File: src/rtl/mem_bus_arbiter.sv
// Arbitrates the single-port external SRAM between instruction fetch and the MEM stage,
// sequencing each access with a wait-state down-counter and alternating priority on ties.
module mem_bus_arbiter #(
    parameter int unsigned WAIT_CYCLES = 2,
    parameter int unsigned ADDR_W      = 20
) (
    input  logic              clk,
    input  logic              rst,
    input  logic              flush,
    input  logic              if_req,
    input  logic [31:0]       if_addr,
    output logic [31:0]       if_rdata,
    output logic              if_ack,
    input  logic              mem_req,
    input  logic              mem_we,
    input  logic [3:0]        mem_sel,
    input  logic [31:0]       mem_addr,
    input  logic [31:0]       mem_wdata,
    output logic [31:0]       mem_rdata,
    output logic              mem_ack,
    output logic              stallreq_if,
    output logic              stallreq_mem,
    output logic              ram_ce,
    output logic              ram_we,
    output logic [3:0]        ram_sel,
    output logic [ADDR_W-1:0] ram_addr,
    output logic [31:0]       ram_wdata,
    input  logic [31:0]       ram_rdata
);

    typedef enum logic [1:0] {IDLE, BUSY, ACK} state_t;

    localparam logic [3:0] CNT_INIT = 4'(WAIT_CYCLES);
    localparam logic OWN_IF  = 1'b0;
    localparam logic OWN_MEM = 1'b1;

    state_t      state_q, state_d;
    logic [3:0]  cnt_q, cnt_d;
    logic        owner_q, owner_d;
    logic        last_q, last_d;
    logic        kill_if_q, kill_if_d;
    logic [31:0] addr_q, addr_d;
    logic        we_q, we_d;
    logic [3:0]  sel_q, sel_d;
    logic [31:0] wdata_q, wdata_d;
    logic [31:0] if_rdata_q, if_rdata_d;
    logic [31:0] mem_rdata_q, mem_rdata_d;

    logic if_elig, grant_mem, grant_if;
    logic unused_addr;

    assign if_elig   = if_req & ~flush;
    assign grant_mem = mem_req & (~if_elig | (last_q == OWN_IF));
    assign grant_if  = if_elig & ~grant_mem;

    always_ff @(posedge clk or negedge rst) begin
        if (!rst) begin
            state_q     <= IDLE;
            cnt_q       <= '0;
            owner_q     <= OWN_IF;
            last_q      <= OWN_IF;
            kill_if_q   <= 1'b0;
            addr_q      <= '0;
            we_q        <= 1'b0;
            sel_q       <= '0;
            wdata_q     <= '0;
            if_rdata_q  <= '0;
            mem_rdata_q <= '0;
        end else begin
            state_q     <= state_d;
            cnt_q       <= cnt_d;
            owner_q     <= owner_d;
            last_q      <= last_d;
            kill_if_q   <= kill_if_d;
            addr_q      <= addr_d;
            we_q        <= we_d;
            sel_q       <= sel_d;
            wdata_q     <= wdata_d;
            if_rdata_q  <= if_rdata_d;
            mem_rdata_q <= mem_rdata_d;
        end
    end

    always_comb begin
        state_d     = state_q;
        cnt_d       = cnt_q;
        owner_d     = owner_q;
        last_d      = last_q;
        kill_if_d   = 1'b0;
        addr_d      = addr_q;
        we_d        = we_q;
        sel_d       = sel_q;
        wdata_d     = wdata_q;
        if_rdata_d  = if_rdata_q;
        mem_rdata_d = mem_rdata_q;
        case (state_q)
            IDLE: begin
                if (grant_mem) begin
                    owner_d = OWN_MEM;
                    last_d  = OWN_MEM;
                    addr_d  = mem_addr;
                    we_d    = mem_we;
                    sel_d   = mem_sel;
                    wdata_d = mem_wdata;
                    cnt_d   = CNT_INIT;
                    state_d = BUSY;
                end else if (grant_if) begin
                    owner_d = OWN_IF;
                    last_d  = OWN_IF;
                    addr_d  = if_addr;
                    we_d    = 1'b0;
                    sel_d   = 4'b1111;
                    wdata_d = '0;
                    cnt_d   = CNT_INIT;
                    state_d = BUSY;
                end
            end
            BUSY: begin
                cnt_d     = cnt_q - 4'd1;
                kill_if_d = (owner_q == OWN_IF) & (flush | kill_if_q);
                if (cnt_q == 4'd1) begin
                    state_d = ACK;
                    if (!we_q) begin
                        if (owner_q == OWN_MEM) mem_rdata_d = ram_rdata;
                        else                    if_rdata_d  = ram_rdata;
                    end
                end
            end
            ACK:     state_d = IDLE;
            default: state_d = IDLE;
        endcase
    end

    // A flush arriving in the ACK cycle itself must also swallow the IF pulse.
    assign if_ack  = (state_q == ACK) & (owner_q == OWN_IF) & ~kill_if_q & ~flush;
    assign mem_ack = (state_q == ACK) & (owner_q == OWN_MEM);

    assign if_rdata  = if_rdata_q;
    assign mem_rdata = mem_rdata_q;

    assign stallreq_if  = if_req & ~if_ack & ~flush;
    assign stallreq_mem = mem_req & ~mem_ack;

    assign ram_ce    = (state_q == BUSY);
    assign ram_we    = ram_ce & we_q;
    assign ram_sel   = ram_ce ? sel_q : 4'b0000;
    assign ram_addr  = ram_ce ? addr_q[ADDR_W+1:2] : '0;
    assign ram_wdata = ram_ce ? wdata_q : 32'h0;

    assign unused_addr = &{1'b0, addr_q};

endmodule

File: config.mk
export PLATFORM = sky130hd
export DESIGN_NAME = mem_bus_arbiter
export DESIGN_NICKNAME = d
export VERILOG_FILES = /design/src/rtl/mem_bus_arbiter.sv
export SDC_FILE = /design/constraint.sdc
export NUM_CORES = 1
export LEC_CHECK = 0
export CAP_MARGIN = 30
export CORE_ASPECT_RATIO = 1.1
export CORE_MARGIN = 1.5
export CORE_UTILIZATION = 35
export DETAILED_ROUTE_END_ITERATION = 12
export GPL_TIMING_DRIVEN = 0
export PLACE_DENSITY = 0.73
export SLEW_MARGIN = 0
export SYNTH_ARGS = -nofsm -noshare
export SYNTH_HDL_FRONTEND = slang
export SYNTH_SLANG_ARGS = --single-unit
export TNS_END_PERCENT = 100
File: constraint.sdc
create_clock -name clk -period 3.28 [get_ports clk]
set_clock_uncertainty 0.05 [all_clocks]
set_input_delay 0.492 -clock clk [delete_from_list [all_inputs] [get_ports clk]]
set_output_delay 0.492 -clock clk [all_outputs]
set_load 0.03 [all_outputs]
==> flow_summary.json, run 1 <==
{
  "pwr-share-seq_pct": 27.3,
  "root_buffer": "clkbuf_16",
  "die_x_um": 124,
  "multiInputGateArea_mm2": 0.00224,
  "fin_area_mm2": 0.00901,
  "status": "completed",
  "p_switching_w": 0.00412,
  "critPathKind": "flip-flop to output pin",
  "dpl_cell_area_mm2": 0.00835,
  "p_clk_share_pct": 20.2,
  "grt_use_total_pct": 19.8,
  "finalHoldViolations": 0,
  "vias": 4682,
  "core_area_mm2": 0.0158,
  "dp_slack_ns": 0.233,
  "syn_inst": 446,
  "path_clk_slew_ns": 0.06,
  "drt_first_iter_violations": 192,
  "grt_pass1_vias": 5103,
  "drt.antenna.violating_nets": 0,
  "synth_top_family_by_area": "compound AO/OA/AOI/OAI gates",
  "synth_cell_types": 37,
  "antenna_found_initial": 0,
  "area_delta_synth_final_pct": 58.8,
  "crit_required_ns": 2.74,
  "synth_top_cell_by_area": "dfrtp_1",
  "yosysSeqAreaShare_pct": 56.9,
  "switching_share_pct": 39.7,
  "p_int_w": 0.00625,
  "muxShareOfSynthArea_pct": 12.7,
  "drc_errors": 0,
  "period_minus_slack_ns": 3.10,
  "synth.most_common_cell": "dfrtp_1",
  "yosysWarnings": 0,
  "power_density_mw_per_mm2": 1150,
  "synthFlopType": "dfrtp_1",
  "n_antenna_cell": 0,
  "critPathMaxFanout": 10,
  "worstMarginPinSlew_ns": 0.639,
  "cap_violations": 0,
  "place.gp.congestion": 0.806,
  "syn_nets": 586,
  "nets": 846,
  "finalCritPeriodShare_pct": 94.6,
  "die_y_um": 137,
  "cts_max_level": 4,
  "grt.overflow.total": 0,
  "fill_cells": 1306,
  "layout-drive-gt1-share_pct": 16.4,
  "relSlewSlack_pct": 57.1,
  "avgViaCountPerCell": 5.09,
  "synth_seq_cells": 129,
  "leakagePower_nw": 3.76,
  "combPwrFrac_pct": 52.6,
  "rsz0062_at_grt": "false",
  "start_util_pct": 35.9,
  "yosys.area_share.simple_pct": 11.5,
  "synth_area_mm2": 0.00568,
  "synth_edf_count": 0,
  "cts_tree": "yes",
  "synthXorXnorAreaFrac_pct": 0.309,
  "postRouteWirelength_um": 16800,
  "setup_viol_count_final": 0,
  "maxSlewViolCount": 0,
  "start_kind": "flip-flop",
  "netlist.area_leader.share_pct": 56.9,
  "post-cts-setup-buffers": 0,
  "num_io_pins": 264,
  "grt_max_degree": 75,
  "cts.sinks": 129,
  "synthAdderAreaFrac_pct": 0.441,
  "port_buffers": 239,
  "first_pass_iters": 5,
  "clk_path_buf_depth": 2,
  "reg2reg_slack_ns": 0.96,
  "synth_area_leaders": "dfrtp_1, mux2_2, and2_1",
  "worst_hold_path_type": "flip-flop to flip-flop",
  "setup_ws_ns": 0.176,
  "setup_tns_ns": 0,
  "arrival_ns": 2.56,
  "seq_area_mm2": 0.00323,
  "synth_common_cells": "dfrtp_1, and2_1, mux2_2, a22o_1, clkbuf_1",
  "synthArstFlopShare_pct": 100,
  "clk_latency_ns": 0.41,
  "grt_pass1_wl_um": 26700,
  "cts_buffers": 17,
  "num_rows": 48,
  "clock.fmax_ghz": 0.322,
  "endpoint_kind": "output pin",
  "wl_per_cell_um": 18.3,
  "synth.avg_cell_area_um2": 12.7,
  "dpl.hpwl_um": 12300,
  "die_area_mm2": 0.0170,
  "synth_compound_area_share_pct": 14.5,
  "peakVddDrop_uv": 555
}
-- per-layer routing --
layer | vias up | part of all wire [%] | track usage [%]
met5 | - | 0 | 0
met4 | 0 | 1.5 | 6.70
met3 | 21 | 9.9 | 9.07
met2 | 204 | 49 | 33.3
met1 | 2330 | 39 | 22.6
li1 | 2127 | - | -
-- cell usage in the layout (no fill, tap or decap), types with 4 or more instances in the layout --
cell type	instances
buf_2	10
a2bb2oi_1	20
clkbuf_16	17
a22o_1	33
dfrtp_1	129
clkbuf_1	22
nor2_1	6
o21ai_0	22
o22a_1	4
clkdlybuf4s50_1	238
a221oi_1	20
bufinv_16	5
and2_1	77
mux2_2	62
buf_6	4
-- sequential cells by signal, indices dropped and copies added (netlist names) --
signal     cells
addr_q        20
cnt_q          4
wdata_q       32
last_q         1
state_q        2
kill_if_q      1
mem_rdata     32
if_rdata      32
we_q           1
sel_q          4
-- worst max-delay path, cell delays in order, from the launching register on --
cell	delay (ns)
dfrtp_1	0.40
nand2b_1	0.15
buf_2	0.17
clkinv_1	0.19
clkbuf_1	0.37
and2_1	0.19
clkdlybuf4s50_1	0.69
-- power by group through the flow --
stage               clock network [W]  registers (W)  logic, W
floorplan                           0        0.00355   0.00244
global placement                    0        0.00279   0.00538
detailed placement                  0        0.00284   0.00546
CTS                           0.00215        0.00283   0.00550
global route                  0.00221        0.00292   0.00576
finish                        0.00209        0.00283   0.00545
-- worst paths after layout --
kind,endpoint,cells after the start,startpoint
min in group asynchronous,if_rdata[29]$_DFFE_PN0P_,2,rst
min reg2reg,wdata_q[24]$_DFFE_PN0P_,1,wdata_q[24]$_DFFE_PN0P_
max reg2reg,if_rdata[4]$_DFFE_PN0P_,6,cnt_q[1]$_DFFE_PN0P_
max in group asynchronous,addr_q[8]$_DFFE_PN0P_,3,rst
min,wdata_q[24]$_DFFE_PN0P_,1,wdata_q[24]$_DFFE_PN0P_
max,ram_wdata[25],6,state_q[1]$_DFFE_PN0P_
-- kinds of logic (layout without fill, tap and decap cells) --
kind of cell,count (synthesis),in the layout
xor+xnor,2,2
buf+inv,43,316
simple gates,102,102
fa+ha+maj,2,2
flops,129,129
compound gates,104,104
mux,64,64
-- final cells by class --
type	instances	share of cell area, %
Buffer	39	2.17
Clock buffer	19	4.91
Clock inverter	13	2.32
Inverter	4	0.167
Multi-Input combinational cell	274	24.9
Sequential cell	129	35.8
Tap cell	200	2.78
Timing Repair Buffer	241	27.0
-- through the flow --
step,hold WS [ns],cells,power [W],utilization [%]
global route,0.467,919,0.0109,57.1
finish,0.444,919,0.0104,57.1
floorplan,0.146,446,0.00599,-
detailed placement,0.433,886,0.00830,52.9
CTS,0.450,919,0.0105,57.0
global placement,0.419,885,0.00818,52.7
-- repair_timing --
action / CTS / global route
gates resized for setup: 0 / 4
endpoints found under the hold margin: 5 / 0
endpoints found under the setup margin: 0 / 11
hold buffers: 1 / 0
(Power assumes the default switching activity.)
==> inputs of run 2 (changes only) <==
--- a/config.mk
+++ b/config.mk
@@ -6,7 +6,7 @@
 export NUM_CORES = 1
 export LEC_CHECK = 0
 export CAP_MARGIN = 30
-export CORE_ASPECT_RATIO = 1.1
+export CORE_ASPECT_RATIO = 1.2
 export CORE_MARGIN = 1.5
 export CORE_UTILIZATION = 35
 export DETAILED_ROUTE_END_ITERATION = 12
==> run 2 against run 1 <==
Net effect: combinational power is 0.7% lower; clock-buffer cell count is 1 lower; register-to-register slack better by 0.02 ns; via count decreased by 0.88%; worst setup slack worse by 0.041 ns; total power is 0.63% higher; critical path type unchanged.
==> flow_summary.json, run 2 (same netlist as run 1, synthesis figures left out) <==
{
  "holdPathStages": 1,
  "reg2reg_from": "cnt_q[1]$_DFFE_PN0P_",
  "cap_violations": 0,
  "first_pass_iters": 4,
  "cts_tree": "yes",
  "area_delta_synth_final_pct": 59.5,
  "place.gp.congestion": 0.824,
  "fill_cells": 1330,
  "setup_viol_count_final": 0,
  "worstMarginPinSlew_ns": 0.632,
  "hold_buffers": 1,
  "timing.hold.ws_ns": 0.444,
  "period_minus_slack_ns": 3.15,
  "cts_buffers": 17,
  "maxSlewViolCount": 0,
  "grt_pass1_wl_um": 25200,
  "n_antenna_cell": 0,
  "clk_latency_ns": 0.41,
  "port_buffers": 239,
  "critPathKind": "flip-flop to output pin",
  "layout-drive-gt1-share_pct": 16.0,
  "start_kind": "flip-flop",
  "num_io_pins": 264,
  "reg2reg_slack_ns": 0.98,
  "path_clk_slew_ns": 0.06,
  "fin_area_mm2": 0.00905,
  "relSlewSlack_pct": 57.5,
  "status": "completed",
  "final_cell_mix": "clkdlybuf4s50_1, dfrtp_1, and2_1",
  "peakVddDrop_uv": 835,
  "reg2reg_to": "if_rdata[26]$_DFFE_PN0P_",
  "die_y_um": 143,
  "layout_commonest_cell": "clkdlybuf4s50_1",
  "cts_max_level": 4,
  "grt_use_total_pct": 18.9,
  "start_util_pct": 36.0,
  "hold_end": "wdata_q[9]$_DFFE_PN0P_",
  "num_rows": 50,
  "rsz0062_at_grt": "false",
  "grt_max_degree": 103,
  "holdCritStartpoint": "wdata_q[9]$_DFFE_PN0P_",
  "finalCritPeriodShare_pct": 95.9,
  "nets": 846,
  "avgViaCountPerCell": 5.01,
  "vias": 4641,
  "grt_pass1_vias": 4987,
  "leakagePower_nw": 3.77,
  "power_w": 0.0104,
  "post-cts-setup-buffers": 0,
  "die_x_um": 119,
  "crit_required_ns": 2.74,
  "drc_errors": 0,
  "postRouteWirelength_um": 16000,
  "die_area_mm2": 0.0170,
  "root_buffer": "clkbuf_16",
  "cts.sinks": 129,
  "drt.antenna.violating_nets": 0,
  "dp.cells": 894,
  "dpl.hpwl_um": 11800,
  "clk_path_buf_depth": 2,
  "grt.overflow.total": 0,
  "worst_hold_path_type": "flip-flop to flip-flop",
  "finalHoldViolations": 0,
  "reg2regPathDepth": 6,
  "drt_first_iter_violations": 198,
  "fin_cells": 926,
  "critPathMaxFanout": 10,
  "dpl_cell_area_mm2": 0.00836,
  "core_area_mm2": 0.0158,
  "endpoint_kind": "output pin",
  "arrival_ns": 2.60,
  "power_density_mw_per_mm2": 1150,
  "antenna_found_initial": 0,
  "cts_resized": 0,
  "wl_per_cell_um": 17.2,
  "clock.fmax_ghz": 0.318
}
-- run 2: final cells by class --
cell class / count / area, µm² / area share, %
flip-flops and latches: 129 / 3230 / 35.7
clock inverters: 13 / 258 / 2.85
inverters: 4 / 15.0 / 0.166
plain buffers: 39 / 193 / 2.13
repair buffers: 241 / 2430 / 26.8
clock buffers: 18 / 429 / 4.74
well taps: 208 / 260 / 2.87
multi-input cells: 274 / 2240 / 24.7
-- run 2: per-layer routing --
layer | part of all wire, % | vias up | GRT usage (%) | wire length [µm]
met1 | 40 | 2277 | 21.3 | 6350
met2 | 51 | 207 | 33.4 | 8090
met4 | 1.8 | 0 | 7.48 | 283
met3 | 7.8 | 22 | 5.97 | 1250
li1 | - | 2135 | - | -
met5 | 0 | - | 0 | 0
-- run 2: critical path, cell delays in order (launching register included) --
cell             delay (ns)
dfrtp_1                0.40
nand2b_1               0.15
buf_2                  0.17
clkinv_1               0.18
clkbuf_1               0.38
and2_1                 0.22
clkdlybuf4s50_1        0.68
-- run 2: how the worst max path moves through the flow --
stage	startpoint	to	slack (ns)	depth (start not counted)
final	state_q[1]$_DFFE_PN0P_	ram_addr[14]	0.13	6
after global routing	state_q[1]$_DFFE_PN0P_	ram_addr[17]	0.03	6
after CTS	state_q[1]$_DFFE_PN0P_	ram_addr[14]	0.12	6
after detailed placement	flush	stallreq_if	0.31	6
after global placement	rst	if_rdata[13]$_DFFE_PN0P_	-3.24	1
after floorplan	flush	stallreq_if	0.72	3
-- run 2: per-stage QoR --
stage               util, %  TNS, ns  worst slack [ns]
finish                 57.4        0             0.134
global route           57.4        0            0.0268
CTS                    57.4        0             0.120
detailed placement     53.0        0             0.311
global placement       52.8  -416.22             -3.24
floorplan                 -        0             0.719
-- run 2: report_power, final --
group	internal, W	switching (W)
combinational	0.00248	0.00293
sequential	0.00240	0.000423
clock	0.00150	0.000704
